`config.mk`:
```
export PLATFORM = sky130hd
export DESIGN_NAME = fifo_wr_arbiter_flat
export DESIGN_NICKNAME = d
export VERILOG_FILES = /design/src/rtl/fifo_arb_pkg.sv /design/src/rtl/fifo_wr_arbiter_if.sv /design/src/rtl/fifo_wr_arbiter_rr_pick.sv /design/src/rtl/fifo_wr_arbiter.sv /design/src/flat_wrapper.sv
export SDC_FILE = /design/constraint.sdc
export NUM_CORES = 1
export LEC_CHECK = 0
export BUFFER_PORTS_ARGS = -buffer_cell sky130_fd_sc_hd__clkbuf_2
export CAP_MARGIN = 5
export CORE_ASPECT_RATIO = 1.25
export CORE_MARGIN = 3
export CORE_UTILIZATION = 45
export DETAILED_ROUTE_END_ITERATION = 12
export PLACE_DENSITY = 0.76
export SLEW_MARGIN = 25
export SYNTH_ARGS = -nofsm -noshare
export SYNTH_HDL_FRONTEND = slang
export SYNTH_SLANG_ARGS = --single-unit
```
`constraint.sdc`:
```
create_clock -name clk -period 2.4 [get_ports clk]
set_input_delay 0.48 -clock clk [delete_from_list [all_inputs] [get_ports clk]]
set_output_delay 0.48 -clock clk [all_outputs]
set_load 0.1 [all_outputs]
```
`src/rtl/fifo_arb_pkg.sv`:
```
// Shared types and defaults for the FIFO write-port arbiter.
// Index widths are derived here so every file agrees on them.
package fifo_arb_pkg;

  typedef enum logic {
    IDLE  = 1'b0,
    BURST = 1'b1
  } arb_state_t;

  localparam int DEF_DATA_W = 4;
  localparam int FIFO_DEPTH = 16;
  localparam int CNT_W      = 4;

  // Width of a producer index; never below 1 so vectors stay legal.
  function automatic int idx_w(input int n);
    return (n > 1) ? $clog2(n) : 1;
  endfunction

endpackage

```
`src/rtl/fifo_wr_arbiter_if.sv`:
```
// Producer/FIFO-side signal bundle for the write-port arbiter.
// The arbiter uses the slave view; producers and the FIFO model use master.
interface fifo_wr_arbiter_if #(
  parameter int NUM_REQ = 4,
  parameter int DATA_W  = fifo_arb_pkg::DEF_DATA_W
);
  logic [NUM_REQ-1:0]             req;
  logic [NUM_REQ-1:0][DATA_W-1:0] req_data;
  logic                           fifo_full;
  logic [NUM_REQ-1:0]             ack;
  logic [NUM_REQ-1:0]             grant;
  logic                           fifo_wr_en;
  logic [DATA_W-1:0]              fifo_datain;
  logic                           busy;
  logic                           stall;

  modport master (
    output req, req_data, fifo_full,
    input  ack, grant, fifo_wr_en, fifo_datain, busy, stall
  );

  modport slave (
    input  req, req_data, fifo_full,
    output ack, grant, fifo_wr_en, fifo_datain, busy, stall
  );
endinterface

```
`src/rtl/fifo_wr_arbiter_rr_pick.sv`:
```
// Rotating-priority encoder: first set req bit scanning from rr_ptr upward
// with wrap at NUM_REQ (explicit compare-and-subtract for non-power-of-2 counts).
module rr_pick
  import fifo_arb_pkg::*;
#(
  parameter  int NUM_REQ = 4,
  localparam int IW      = idx_w(NUM_REQ)
) (
  input  logic [NUM_REQ-1:0] req,
  input  logic [IW-1:0]      rr_ptr,
  output logic [IW-1:0]      sel,
  output logic               any_req
);

  localparam logic [IW:0] NR = (IW+1)'(NUM_REQ);

  logic [IW:0] pos;

  // Walk from lowest to highest priority so the last hit wins.
  always_comb begin
    sel     = '0;
    pos     = '0;
    any_req = |req;
    for (int k = NUM_REQ - 1; k >= 0; k--) begin
      pos = {1'b0, rr_ptr} + (IW+1)'(k);
      if (pos >= NR) pos = pos - NR;
      if (req[pos[IW-1:0]]) sel = pos[IW-1:0];
    end
  end

endmodule

```
`src/rtl/fifo_wr_arbiter.sv`:
```
// Round-robin arbiter sharing one FIFO write port among NUM_REQ producers,
// with bounded bursts and the only overflow guard in front of the FIFO.
module fifo_wr_arbiter
  import fifo_arb_pkg::*;
#(
  parameter int NUM_REQ   = 4,
  parameter int DATA_W    = DEF_DATA_W,
  parameter int MAX_BURST = 4
) (
  input logic          clk,
  input logic          reset,
  fifo_wr_arbiter_if.slave bus
);

  localparam int              IW       = idx_w(NUM_REQ);
  localparam logic [IW-1:0]   LAST_IDX = IW'(NUM_REQ - 1);
  localparam logic [CNT_W-1:0] LAST_CNT = CNT_W'(MAX_BURST - 1);

  arb_state_t         state, state_n;
  logic [NUM_REQ-1:0] grant_q, grant_n;
  logic [IW-1:0]      g_idx, g_idx_n;
  logic [IW-1:0]      rr_ptr, rr_ptr_n;
  logic [CNT_W-1:0]   burst_cnt, burst_cnt_n;
  logic [IW-1:0]      sel;
  logic               any_req;
  logic               in_burst;
  logic               cur_req;
  logic               wr;
  logic [DATA_W-1:0]  word;

  rr_pick #(.NUM_REQ(NUM_REQ)) u_pick (
    .req     (bus.req),
    .rr_ptr  (rr_ptr),
    .sel     (sel),
    .any_req (any_req)
  );

  always_ff @(posedge clk or negedge reset) begin
    if (!reset) begin
      state     <= IDLE;
      grant_q   <= '0;
      g_idx     <= '0;
      rr_ptr    <= '0;
      burst_cnt <= '0;
    end else begin
      state     <= state_n;
      grant_q   <= grant_n;
      g_idx     <= g_idx_n;
      rr_ptr    <= rr_ptr_n;
      burst_cnt <= burst_cnt_n;
    end
  end

  always_comb begin
    in_burst    = (state == BURST);
    cur_req     = bus.req[g_idx];
    // Never write while full: the FIFO pointer moves on every wr_en.
    wr          = in_burst & cur_req & ~bus.fifo_full;
    word        = in_burst ? bus.req_data[g_idx] : '0;

    state_n     = state;
    grant_n     = grant_q;
    g_idx_n     = g_idx;
    rr_ptr_n    = rr_ptr;
    burst_cnt_n = burst_cnt;

    case (state)
      IDLE: begin
        if (any_req) begin
          state_n      = BURST;
          grant_n      = '0;
          grant_n[sel] = 1'b1;
          g_idx_n      = sel;
          burst_cnt_n  = '0;
        end
      end
      BURST: begin
        if (wr) burst_cnt_n = burst_cnt + CNT_W'(1);
        // A stalled burst holds the grant until req drops or space appears.
        if (!cur_req || (wr && burst_cnt == LAST_CNT)) begin
          state_n     = IDLE;
          grant_n     = '0;
          burst_cnt_n = '0;
          rr_ptr_n    = (g_idx == LAST_IDX) ? '0 : g_idx + IW'(1);
        end
      end
      default: state_n = IDLE;
    endcase
  end

  assign bus.grant       = grant_q;
  assign bus.fifo_wr_en  = wr;
  assign bus.ack         = wr ? grant_q : '0;
  assign bus.fifo_datain = word;
  assign bus.busy        = in_burst;
  assign bus.stall       = in_burst & cur_req & bus.fifo_full;

endmodule

```
`src/flat_wrapper.sv`:
```
// flat-port wrapper written by rule: the top's interface ports become plain ports
module fifo_wr_arbiter_flat import fifo_arb_pkg::*;
#(
  parameter int NUM_REQ   = 4,
  parameter int DATA_W    = DEF_DATA_W,
  parameter int MAX_BURST = 4
)
  (clk, reset, bus_req, bus_req_data, bus_fifo_full, bus_ack, bus_grant, bus_fifo_wr_en, bus_fifo_datain, bus_busy, bus_stall);
  fifo_wr_arbiter_if #(.NUM_REQ(NUM_REQ), .DATA_W(DATA_W)) bus_i ();
  input logic clk;
  input logic reset;
  input wire logic [$bits(bus_i.req)-1:0] bus_req;
  input wire logic [$bits(bus_i.req_data)-1:0] bus_req_data;
  input wire logic [$bits(bus_i.fifo_full)-1:0] bus_fifo_full;
  output wire logic [$bits(bus_i.ack)-1:0] bus_ack;
  output wire logic [$bits(bus_i.grant)-1:0] bus_grant;
  output wire logic [$bits(bus_i.fifo_wr_en)-1:0] bus_fifo_wr_en;
  output wire logic [$bits(bus_i.fifo_datain)-1:0] bus_fifo_datain;
  output wire logic [$bits(bus_i.busy)-1:0] bus_busy;
  output wire logic [$bits(bus_i.stall)-1:0] bus_stall;
  assign bus_i.req = bus_req;
  assign bus_i.req_data = bus_req_data;
  assign bus_i.fifo_full = bus_fifo_full;
  assign bus_ack = bus_i.ack;
  assign bus_grant = bus_i.grant;
  assign bus_fifo_wr_en = bus_i.fifo_wr_en;
  assign bus_fifo_datain = bus_i.fifo_datain;
  assign bus_busy = bus_i.busy;
  assign bus_stall = bus_i.stall;
  fifo_wr_arbiter #(.NUM_REQ(NUM_REQ), .DATA_W(DATA_W), .MAX_BURST(MAX_BURST)) u_core (.clk(clk), .reset(reset), .bus(bus_i));
endmodule
```
==> impl_metrics.env <==
export IMPL_coreArea_sq_um=1810
export IMPL_wl_per_cell_microns=14.7
export IMPL_setup_slack_ns=0.0857
export IMPL_drive_gt1_share_pct=49.2
export IMPL_cts_tree="done"
export IMPL_synth_area_sq_um=886
export IMPL_dp_hpwl_microns=1650
export IMPL_holdCritPathClass="in -> async"
export IMPL_grt_pass1_vias=801
export IMPL_synth_cells=82
export IMPL_r2r_start="u_core.burst_cnt[0]"
export IMPL_post_route_min_period_ns=2.31
export IMPL_synth_common_cells="dfrtp_1, and2_1, nor2_1"
export IMPL_hold_viol_final=0
export IMPL_numCtsBuffers=3
export IMPL_synthFlopType="dfrtp_1"
export IMPL_synth_edf_count=0
export IMPL_synth_distinct_cells=33
export IMPL_root_buffer="clkbuf_4"
export IMPL_max_freq_mhz=432
export IMPL_worst_slew_pin_slew_ns=0.638
export IMPL_cpMaxStageDelayCell="mux4_1"
export IMPL_syn2layout_area_growth_pct=36.7
export IMPL_clk_path_buf_depth=2
export IMPL_port_buffers=37
export IMPL_grt_usage_pct=17.9
export IMPL_die_w_microns=45.7
export IMPL_fillCellCount=135
export IMPL_cp_startpoint="u_core.g_idx[0]"
export IMPL_report_final_slew_viol_count=0
export IMPL_synthAdderAreaFrac_pct=2.82
export IMPL_insertion_delay_ns=0.29
export IMPL_worstPathArrival_ns=1.83
export IMPL_r2r_end="u_core.rr_ptr[1]"
export IMPL_critPathMaxFanout=8
export IMPL_synth_compound_area_share_pct=17.7
export IMPL_vias=804
export IMPL_clock_sinks=13
export IMPL_seq_area_frac_synth_pct=36.7
export IMPL_avgSynthCellArea_sq_um=10.8
export IMPL_syn_nets=107
export IMPL_place_ws_ns=0.204
export IMPL_slowest_delay_ns=0.56
export IMPL_worstPathCellList="mux4_1, and2_1, clkbuf_2"
export IMPL_boundaryPins=38
export IMPL_synth_top_area_share_pct=36.7
export IMPL_path_class="reg -> out"
export IMPL_die_area_sq_um=2540
export IMPL_synth_top_family_by_area="simple AND/OR/NAND/NOR gates"
export IMPL_drt_iter0_markers=7
export IMPL_nets=148
export IMPL_cts_htree_levels=1
export IMPL_die_y_microns=55.6
export IMPL_worst_clock_skew_ns=0.00508
export IMPL_yosysWarnings=0
export IMPL_startpoint_type="flop"
export IMPL_r2r_worst_path_cells=4
export IMPL_ff_latch_area_sq_um=330
export IMPL_first_pass_iters=4
export IMPL_antenna_found_initial=0
export IMPL_clk_pin_slew_ns=0.08
export IMPL_slew_headroom_pct=57.1
export IMPL_async_reset_ff_share_pct=100
export IMPL_yosys_top_cells_area="dfrtp_1, mux4_1, and2_1"
export IMPL_drv_cap=0
export IMPL_synth_area_leader_cell="dfrtp_1"
export IMPL_synth_seq_cells=13
export IMPL_synthMuxAreaShare_pct=18.2
export IMPL_regToRegSetupSlack_ns=0.37
export IMPL_finalSetupViolations=0
export IMPL_avgViaCountPerCell=5.70
export IMPL_worstPathRequired_ns=1.92
export IMPL_layout_worst_path_cycle_share_pct=96.4
export IMPL_finalWeightedCongestion=0.702
export IMPL_yosysMostFrequentCell="dfrtp_1"
export IMPL_num_rows=17
export IMPL_synthSimpleGateAreaFrac_pct=22.0
export IMPL_grt_pass1_wl_microns=3350
export IMPL_ant_nets=0
export IMPL_crit_path_end_kind="output pin"
export IMPL_rsz0062_at_grt="false"
export IMPL_n_antenna_cell=0
export IMPL_synth_xor_xnor_area_share_pct=0
export IMPL_initial_core_util_pct=49.0
export IMPL_multi_input_area_sq_um=558
export IMPL_ctsHoldBuffers=0
export IMPL_run_status="complete, no violations"
export IMPL_drt_total_wl_microns=2080
export IMPL_drc=0
export IMPL_gr_total_overflow=0
export IMPL_grt_max_degree=14
[what timing repair did]
action	4_1_cts	5_1_grt
gates resized for setup	6	0
setup buffers	0	1
gates cloned	0	0
setup endpoints to repair	10	2
[state kept, by name, summed over array words and instances, names as in the netlist]
register and flops:
u_core.bus.busy 1, u_core.bus.grant 4, u_core.rr_ptr 2, u_core.burst_cnt 4, u_core.g_idx 2
[through the flow]
| step | utilization [%] | hold slack, ns | cells | TNS (ns) | instance area [sq um] |
|---|---|---|---|---|---|
| 2_1_floorplan | - | 0.184 | 82 | -0.0669 | 911 |
| 3_3_place_gp | 64.4 | 0.392 | 136 | 0 | 1160 |
| 3_5_place_dp | 64.4 | 0.399 | 136 | 0 | 1160 |
| 4_1_cts | 66.6 | 0.0887 | 140 | 0 | 1200 |
| 5_1_grt | 67.0 | 0.0868 | 141 | 0 | 1210 |
| 6_report | 67.0 | 0.0742 | 141 | 0 | 1210 |
[routing by layer]
metal | wire length [microns] | global-route usage (%) | up-vias | part of all wire [%]
met5 | 0 | 0 | - | 0
met4 | 51 | 10.0 | 0 | 2.5
met3 | 239 | 3.24 | 5 | 12
met2 | 1020 | 29.7 | 38 | 49
met1 | 771 | 20.5 | 374 | 37
li1 | - | - | 387 | -
[area by class of cell]
cell class	instances	share of cell area, %
inverter	2	0.620
multi-input combinational	65	46.1
sequential	13	27.3
clock buffer	4	2.17
tap	19	1.96
timing repair buffer	38	21.9
[worst max-delay path by stage]
stage | endpoint | slack (ns) | cells after the start
detailed placement | bus_stall | 0.20 | 4
floorplan | bus_ack[0] | -0.02 | 5
global placement | bus_stall | 0.23 | 4
CTS | bus_ack[1] | 0.06 | 5
global route | bus_fifo_datain[1] | 0.005 | 3
finish | bus_fifo_datain[1] | 0.09 | 3
[cells by family after synthesis]
kind of cell             after synthesis
AND/OR/NAND/NOR                       34
AO/OA/AOI/OAI                         21
flip-flops                            13
multiplexers                           8
buffers and inverters                  4
adder cells (fa/ha/maj)                2
[critical path, delay by kind of cell, from the launching register on]
kind | cells | cell delay [ns]
flip-flops | 1 | 0.47
AND/OR/NAND/NOR | 1 | 0.16
buffers and inverters | 1 | 0.36
multiplexers | 1 | 0.56
[cell usage in the layout (no fill, tap or decap), types with 2 or more instances in the layout]
cell type | Yosys | layout
nor2_1 | 6 | 5
o21ai_0 | 5 | 5
and2_1 | 10 | 6
dfrtp_1 | 13 | 11
nand2b_1 | 2 | 2
inv_1 | 2 | 2
clkbuf_2 | 0 | 28
or3_1 | 2 | 2
mux2_2 | 3 | 3
buf_12 | 0 | 4
and2_4 | 0 | 4
clkbuf_4 | 0 | 8
a21boi_0 | 2 | 2
mux4_1 | 4 | 4
nor2b_1 | 2 | 2
a21oi_1 | 3 | 3
nand2_1 | 4 | 3
o2bb2ai_1 | 4 | 4
ha_1 | 2 | 2
Power is not shown: default switching activity piles up to over one toggle a cycle in this logic, so the estimate is an artifact.
